--- src/rtl/fp_divider_seq.sv ---
// fp_divider_seq: sequential IEEE-754 single-precision style divider, result = a / b.
// Restoring mantissa division producing one quotient bit per clock, followed by a
// single normalisation step. Truncating arithmetic, no special-value handling; the
// exponent wraps modulo 2^EXP_W and zero operands are treated as normals with hidden 1.
// Optional build macro FP_DIV_ZERO_CHECK_EN adds a div_by_zero flag and a short path
// that returns a signed infinity when the divisor magnitude is zero.
module fp_divider_seq #(
  parameter int EXP_W  = 8,
  parameter int MANT_W = 23,
  parameter int BIAS   = 127
) (
  input  logic                      clk,
  input  logic                      rst,
  input  logic                      start,
  input  logic [EXP_W+MANT_W:0]     a,
  input  logic [EXP_W+MANT_W:0]     b,
  output logic                      busy,
  output logic                      done,
  output logic [EXP_W+MANT_W:0]     result
`ifdef FP_DIV_ZERO_CHECK_EN
  ,
  output logic                      div_by_zero
`endif
);

  // Quotient / remainder width: integer bit plus MANT_W+1 fraction bits.
  localparam int QW    = MANT_W + 2;
  localparam int CNT_W = $clog2(MANT_W + 3);

  localparam logic [CNT_W-1:0] LAST_ITER = CNT_W'(MANT_W + 1);
  localparam logic [EXP_W-1:0] BIAS_E    = EXP_W'(BIAS);
  localparam logic [EXP_W-1:0] ONE_E     = EXP_W'(1);

  localparam logic [1:0] S_IDLE = 2'd0;
  localparam logic [1:0] S_DIV  = 2'd1;
  localparam logic [1:0] S_NORM = 2'd2;

  logic [1:0]        state_reg;
  logic [CNT_W-1:0]  cnt_reg;
  logic              sign_reg;
  // Only the low EXP_W bits of the biased exponent difference are ever observable,
  // so the wrapped value is kept directly.
  logic [EXP_W-1:0]  exp_reg;
  logic [QW-1:0]     rem_reg;
  logic [MANT_W:0]   div_reg;
  logic [QW-1:0]     q_reg;
`ifdef FP_DIV_ZERO_CHECK_EN
  logic              zero_reg;
  logic              b_is_zero;
`endif

  logic              rem_ge;
  logic [QW-1:0]     rem_sub;
  logic [QW-1:0]     rem_sel;
  logic [QW-1:0]     rem_next;
  logic [QW-1:0]     q_next;
  logic [EXP_W-1:0]  exp_in;
  logic [EXP_W-1:0]  exp_norm;
  logic [MANT_W-1:0] frac_norm;
  logic [EXP_W+MANT_W:0] result_next;

  assign busy = (state_reg != S_IDLE);

`ifdef FP_DIV_ZERO_CHECK_EN
  assign b_is_zero = (b[EXP_W+MANT_W-1:0] == '0);
`endif

  // One restoring-division step, operand exponent math and the normalisation mux.
  always_comb begin
    rem_sub  = rem_reg - {1'b0, div_reg};
    rem_ge   = (rem_reg >= {1'b0, div_reg});
    rem_sel  = rem_ge ? rem_sub : rem_reg;
    // Remainder stays below 2*div, so the shifted value always fits in QW bits.
    rem_next = rem_sel << 1;
    q_next   = {q_reg[QW-2:0], rem_ge};
    exp_in   = a[EXP_W+MANT_W-1:MANT_W] - b[EXP_W+MANT_W-1:MANT_W] + BIAS_E;
    // Quotient lies in (0.5, 2): either the integer bit is set, or the next bit is.
    if (q_reg[QW-1]) begin
      frac_norm = q_reg[MANT_W:1];
      exp_norm  = exp_reg;
    end else begin
      frac_norm = q_reg[MANT_W-1:0];
      exp_norm  = exp_reg - ONE_E;
    end
    result_next = {sign_reg, exp_norm, frac_norm};
`ifdef FP_DIV_ZERO_CHECK_EN
    if (zero_reg) begin
      result_next = {sign_reg, {EXP_W{1'b1}}, {MANT_W{1'b0}}};
    end
`endif
  end

  // Control FSM and iterative datapath registers.
  always_ff @(posedge clk or posedge rst) begin
    if (rst) begin
      state_reg <= S_IDLE;
      cnt_reg   <= '0;
      sign_reg  <= 1'b0;
      exp_reg   <= '0;
      rem_reg   <= '0;
      div_reg   <= '0;
      q_reg     <= '0;
`ifdef FP_DIV_ZERO_CHECK_EN
      zero_reg  <= 1'b0;
`endif
    end else begin
      case (state_reg)
        S_IDLE: begin
          if (start) begin
            state_reg <= S_DIV;
            cnt_reg   <= '0;
            sign_reg  <= a[EXP_W+MANT_W] ^ b[EXP_W+MANT_W];
            exp_reg   <= exp_in;
            rem_reg   <= {1'b0, 1'b1, a[MANT_W-1:0]};
            div_reg   <= {1'b1, b[MANT_W-1:0]};
            q_reg     <= '0;
`ifdef FP_DIV_ZERO_CHECK_EN
            zero_reg  <= b_is_zero;
`endif
          end
        end
        S_DIV: begin
`ifdef FP_DIV_ZERO_CHECK_EN
          if (zero_reg) begin
            state_reg <= S_NORM;
          end else begin
            rem_reg <= rem_next;
            q_reg   <= q_next;
            cnt_reg <= cnt_reg + 1'b1;
            if (cnt_reg == LAST_ITER) begin
              state_reg <= S_NORM;
            end
          end
`else
          rem_reg <= rem_next;
          q_reg   <= q_next;
          cnt_reg <= cnt_reg + 1'b1;
          if (cnt_reg == LAST_ITER) begin
            state_reg <= S_NORM;
          end
`endif
        end
        S_NORM: begin
          state_reg <= S_IDLE;
        end
        default: begin
          state_reg <= S_IDLE;
        end
      endcase
    end
  end

  // Result, done pulse and status flag, updated only when an operation completes.
  always_ff @(posedge clk or posedge rst) begin
    if (rst) begin
      done        <= 1'b0;
      result      <= '0;
`ifdef FP_DIV_ZERO_CHECK_EN
      div_by_zero <= 1'b0;
`endif
    end else begin
      done <= (state_reg == S_NORM);
      if (state_reg == S_NORM) begin
        result      <= result_next;
`ifdef FP_DIV_ZERO_CHECK_EN
        div_by_zero <= zero_reg;
`endif
      end
    end
  end

endmodule

--- config.mk ---
export PLATFORM = sky130hd
export DESIGN_NAME = fp_divider_seq
export DESIGN_NICKNAME = d
export VERILOG_FILES = /design/src/rtl/fp_divider_seq.sv
export SDC_FILE = /design/constraint.sdc
export NUM_CORES = 1
export LEC_CHECK = 0
export ABC_CLOCK_PERIOD_IN_PS = 4000
export CAP_MARGIN = 20
export CELL_PAD_IN_SITES_DETAIL_PLACEMENT = 0
export CELL_PAD_IN_SITES_GLOBAL_PLACEMENT = 1
export CORE_MARGIN = 4
export CORE_UTILIZATION = 43
export CTS_BUF_LIST = sky130_fd_sc_hd__clkbuf_4 sky130_fd_sc_hd__clkbuf_8
export DETAILED_ROUTE_END_ITERATION = 12
export PLACE_DENSITY_LB_ADDON = 0.1
export SETUP_SLACK_MARGIN = 0.02
export SLEW_MARGIN = 10
export SYNTH_ARGS = -nofsm -noshare
export SYNTH_HDL_FRONTEND = slang
export SYNTH_SLANG_ARGS = --single-unit
--- constraint.sdc ---
create_clock -name clk -period 4 [get_ports clk]
set_input_delay 0.4 -clock clk [delete_from_list [all_inputs] [get_ports clk]]
set_output_delay 0.4 -clock clk [all_outputs]
set_load 0.01 [all_outputs]
### Word level (Yosys, flattened, before mapping)

Cells that the tools add are included.
W data, S select, Z words.

| operators by class | value |
|---|---|
| mux-type cells | 12 |
| $lt $le $gt $ge | 1 |
| equality and inequality tests | 5 |
| add/sub/neg operators | 5 |
| reduce and logical (&&, ||, !) cells | 6 |
| bitwise logic cells | 1 |

Operators with widths:

| cell | count |
|---|---|
| $pmux W25 S2 | 2 |
| $mux W25 | 2 |
| $ge A25 B24 Y1 | 1 |
| $mux W24 | 1 |
| $sub A24 B24 Y24 | 1 |
| $mux W23 | 1 |
| $pmux W5 S2 | 1 |
| $add A8 B7 Y8 const B | 1 |
| $mux W8 | 1 |
| $sub A8 B1 Y8 const B | 1 |
| $sub A8 B8 Y8 | 1 |
| $reduce_and A2 Y1 | 3 |
| $add A5 B1 Y5 const B | 1 |
| $eq A5 B5 Y1 const B | 1 |
| $mux W5 | 1 |
| $mux W2 | 2 |
| $ne A2 B2 Y1 const B | 2 |
| $pmux W2 S2 | 1 |
| $reduce_bool A2 Y1 | 2 |
| $eq A2 B1 Y1 const B | 1 |
| $eq A2 B2 Y1 const B | 1 |
| $logic_not A2 Y1 | 1 |
| $xor A1 B1 Y1 | 1 |

| word-level totals | value |
|---|---|
| bits in registers | 123 |
| output and inout bits | 34 |

### Longest topological paths before layout

| depth | value |
|---|---|
| depth after elaboration | 3 |
| mapped depth | 14 |

### Least setup slack after synthesis

Ideal clock, no wire load.

| timing path | value |
|---|---|
| path type | reg-to-reg |
| start | register rem_reg[1] |
| end | register rem_reg[11] |
| stages on the path, launching flop included | 12 |
| path slack | 1.488 ns |
| data required time | 3.859 ns |
| clock period less this slack | 2.512 ns |
| data arrival time | 2.371 ns |
| path buffers | 1 |
| cell sequence | dfrtp_1 ha_1 nor2b_1 o31a_1 o31ai_2 a21oi_2 a21oi_4 o221ai_2 buf_6 mux2_4 nor2_1 a31oi_1 |

| on the way | value |
|---|---|
| cells in the longest elaborated chain, start to end | 3 |
| elaborated cells on any way between the ends | 4 |

Ends and longest elaborated chain:

| what | line | text |
|---|---|---|
| start, declared | 44 | `logic [QW-1:0] rem_reg;` |
| start signal, assigned | 114 | `rem_reg <= {1'b0, 1'b1, a[MANT_W-1:0]};` |
| start signal, assigned | 135 | `rem_reg <= rem_next;` |
| $sub A24 B24 Y24 / $ge A25 B24 Y1 (equally long branches) | 70, 71 |  |
| $mux W24 (*) | 72 | `rem_sel = rem_ge ? rem_sub : rem_reg;` |
| $pmux W25 S2 (*) | 107 | `case (state_reg)` |

Every way passes the cells marked *; elsewhere a longest branch is shown, timed or not.
A chain may end at the register's enable or synchronous reset.

### Worst setup path in the final report

| timing path | value |
|---|---|
| start | register rem_reg[6] |
| end | register rem_reg[9] |

Same word-level chain as after synthesis.

==> run summary <==
Hold repair after CTS inserted 0 buffers. The share of final-layout standard cells stronger than drive strength 1 came out at 0.07225. The gate family responsible for the most delay along the worst path was compound AO/OA/AOI/OAI gates. The switching fraction of total power is 0.4186.

In the routed layout, each cell is associated on average with a via count of 5.043. The die covers 18420 sq um. The worst setup path is launched from a register.

For the pin with the worst max-slew slack, the measured transition is 0.9960 ns. In this run the count of I/O pins placed on the die edge is 101. STA classifies the critical path endpoint as a register. For the via count, the log shows 5487. The proportion of power drawn by combinational gates is 0.573, and the share of power burned in registers is 0.273. The met2 routing resource usage after global routing was 0.3045. After synthesis, the cell types taking the most area are dfrtp_1 44%, nand2_1 8.7%, o21ai_0 8.1%. For the synthesized net count, the log shows 887. The half-perimeter wire length of the detailed placement result is 10600 um, and the share of the core filled with cells is 0.5404. Before antenna repair, the detailed router went through 5 iterations.

Yosys mapped a number of flops with a built-in enable equal to 0. The final layout contains routed wiring with a total length of 15070 um. Traced cell by cell, the critical path runs through ha_1 > a21oi_2 > o21ai_1 > a2111oi_4 > a21oi_2 > a21oi_4 > o221ai_4 > buf_4 > mux2_2 > nor2_1 > a31oi_1. Leaving out fill and tap cells, the most frequent cells in the layout are 163 x nand2_1, 123 x dfrtp_1, 113 x o21ai_0, 100 x clkdlybuf4s50_1, 43 x inv_1.

The finished layout holds 1088 standard cells, fillers aside. The die extent in x came out at 135.7 um. Max-slew violation total from the final report: 0. The critical setup path kind is reg -> reg.

The average wire length per cell after detail routing was 13.85 um. Most used cell along the critical path: a21oi_2. The run finished with clean final reports.

Leaving out fill and tap cells, the most frequent cell in the layout is nand2_1. The number of global-route vias before repair is 5464. The run gives 0 as the DRC violation count after routing. Across the VDD grid, the largest voltage drop is 0.3902 mV. The area growth from synthesis to layout is 22.83%.

Timing would allow up to 0.3237 GHz. The synthesized design contains 123 register bits. The clock net sink count is 123, and the final count of negative-setup-slack endpoints is 0. The core region area is 15940 sq um, and the endpoint arrival time on the critical path is 3.36 ns.

met2 is the most crowded layer. Clock tree synthesis inserted a total of 17 buffers. The worst register-to-register path has a setup slack of 0.91 ns. Of all nets on the critical path, the largest fanout is 15.

A synthesized cell averages 9.016 sq um. The tools report the number of library cell types mapped by synthesis as 56. dfrtp_1 takes more of the synthesized area than any other cell. For the number of max-cap violations, the log shows 0. The number of buffer and inverter stages on the critical path was 1; the number of resized instances in the post-cts repair step was 0.

The min-delay analysis places its worst path in the category reg -> reg. For the number of DRC markers after the initial detailed-route iteration, the log shows 234. The routed design could run at a clock period as short as 3.090 ns.

Remaining global-route overflow: 0. Data on the critical path is required at its endpoint by 4.27 ns. The number of rows created at floorplan is 46, and the clock-pin slew reported for the worst setup and hold paths after clock tree synthesis is 0.08 ns. The buffer type at the clock tree root was clkbuf_8. The net switching power was 0.003208 W; the area fraction of the dominant cell type after synthesis was 0.4388.

The placer congestion estimate is 0.8322, and the worst slew margin relative to its limit is 0.3360. In this run the power density over the cells is 889.5 nW/um^2. The number of inserted diodes is 0, and the number of H-tree levels is 4. The clock reaches the later pin of the worst-skew pair after 0.44 ns. The logs give 0.007664 W for the sum of internal, switching and leakage power and 0.153 for the part of the power in the clock network. Largest net degree at the start of global routing: 124.

The initial standard-cell utilization of the core was 0.4400. The cell with the largest stage delay on the worst path is o221ai_4. The number of antenna violations at the first check in global routing came out at 0. After clock tree synthesis, the setup repair step added 0 buffers.

After the last flow step, the layout net total stands at 969. The cell count after synthesis came out at 778. For this run, the slowest stage of the critical path takes 0.43 ns.

For the met3 layer usage reported by global route, the log shows 0.03566. No sink is reached through more buffers than the 2 on the longest clock path. Period utilization: 0.7724.

The total negative slack for setup checks was 0 ns. Yosys printed 0 warnings. The fraction of registers with async set/reset is 1.000.

The internal power of the cells totals 0.004456 W. TritonCTS built the clock tree. Setup repair after global routing left no endpoint under its margin.

The standby leakage power was 3.811 nW; the part of the Yosys area used for sequential elements was 0.4388. The run gives 0.2144 as the met1 track demand over resource in global routing. The number of endpoints with negative hold slack in the final report was 0.

The number of placed instances, taps included, is 1057. After synthesis the cells add up to 7014 sq um. The global-route usage over all layers was 0.1743; the post-route standard cell area excluding fillers was 8616 sq um. The clock arrives with 0.01221 ns of skew.

The die extent in y works out to 135.7 um. The register with the most flip-flops in the layout has 32 of them. The total of buffers placed on input and output ports was 100.

In this run the cell area measured after placement is 8193 sq um. The first global-routing pass estimated 26180 um of wire. For this run, the leading register cell type out of synthesis is dfrtp_1.

In this run the remaining antenna-violating nets after routing total 0.
-- worst paths after layout --
path                                    startpoint                      end  depth (start not counted)
max                         rem_reg[6]$_DFFE_PP0P_   rem_reg[9]$_DFFE_PP0P_                         11
min                        div_reg[23]$_DFFE_PP0P_  div_reg[23]$_DFFE_PP0P_                          2
max reg2reg                 rem_reg[6]$_DFFE_PP0P_   rem_reg[9]$_DFFE_PP0P_                         11
min reg2reg                div_reg[23]$_DFFE_PP0P_  div_reg[23]$_DFFE_PP0P_                          2
max in group asynchronous                      rst   exp_reg[6]$_DFFE_PP0P_                          3
min in group asynchronous                      rst    result[0]$_DFFE_PP0P_                          3
-- tightest hold or removal path: cells and delay by family, from the launching register on --
family                 cells  cell delay, ns
buffers and inverters      1            0.05
and+or+nand+nor            1            0.05
DFF                        1            0.33
-- per-stage QoR --
step | worst slack (ns) | hold slack [ns]
2_1_floorplan | 0.3291 | 0.4175
3_3_place_gp | 0.9960 | 0.4342
3_5_place_dp | 0.9520 | 0.4451
4_1_cts | 0.9144 | 0.4615
5_1_grt | 0.7043 | 0.4703
6_report | 0.9103 | 0.4578
-- metal layers --
layer	vias to the layer above	share of wire	wire (um)
li1	2828	-	-
met1	2548	0.46	6879
met2	90	0.49	7448
met3	21	0.030	458
met4	0	0.018	278
met5	-	0	0
-- final cells by class --
type	instances	area (sq um)
repair buffers	107	1066
clock buffers	21	282.8
clock inverters	10	140.1
fillers	1501	7327
flip-flops and latches	123	3078
inverters	44	167.7
multi-input cells	567	3611
well taps	216	270.3
-- cells by family after synthesis --
logic type	after synthesis	share of synthesized area
AO/OA/AOI/OAI	208	0.1786
AND/OR/NAND/NOR	238	0.1434
XOR/XNOR	34	0.04246
buffers and inverters	88	0.05012
flip-flops	123	0.4388
adder cells (fa/ha/maj)	42	0.07706
multiplexers	45	0.06957
-- power groups by stage --
stage                     Clock (W)  Sequential (W)  Combinational [W]
after global routing        0.00127         0.00217            0.00497
after global placement            0         0.00209            0.00436
after floorplan                   0         0.00205            0.00354
final                       0.00117         0.00210            0.00439
after CTS                   0.00121         0.00210            0.00444
after detailed placement          0         0.00212            0.00441
-- synthesized netlist by cell type (5+ instances only) --
library cell  count
o21ai_0         113
o31ai_1           5
a21oi_1          20
nor2_1           29
xor2_1            9
nand2b_1          5
xnor2_1          25
clkbuf_1         35
dfrtp_1         123
nand3_1          13
mux2_4            7
ha_1             40
inv_1            44
a31oi_1          13
o211ai_1         11
nand2_1         163
o21ai_1           6
a21o_1           14
nand4_1           6
mux2i_1          36
(Power assumes the default switching activity.)
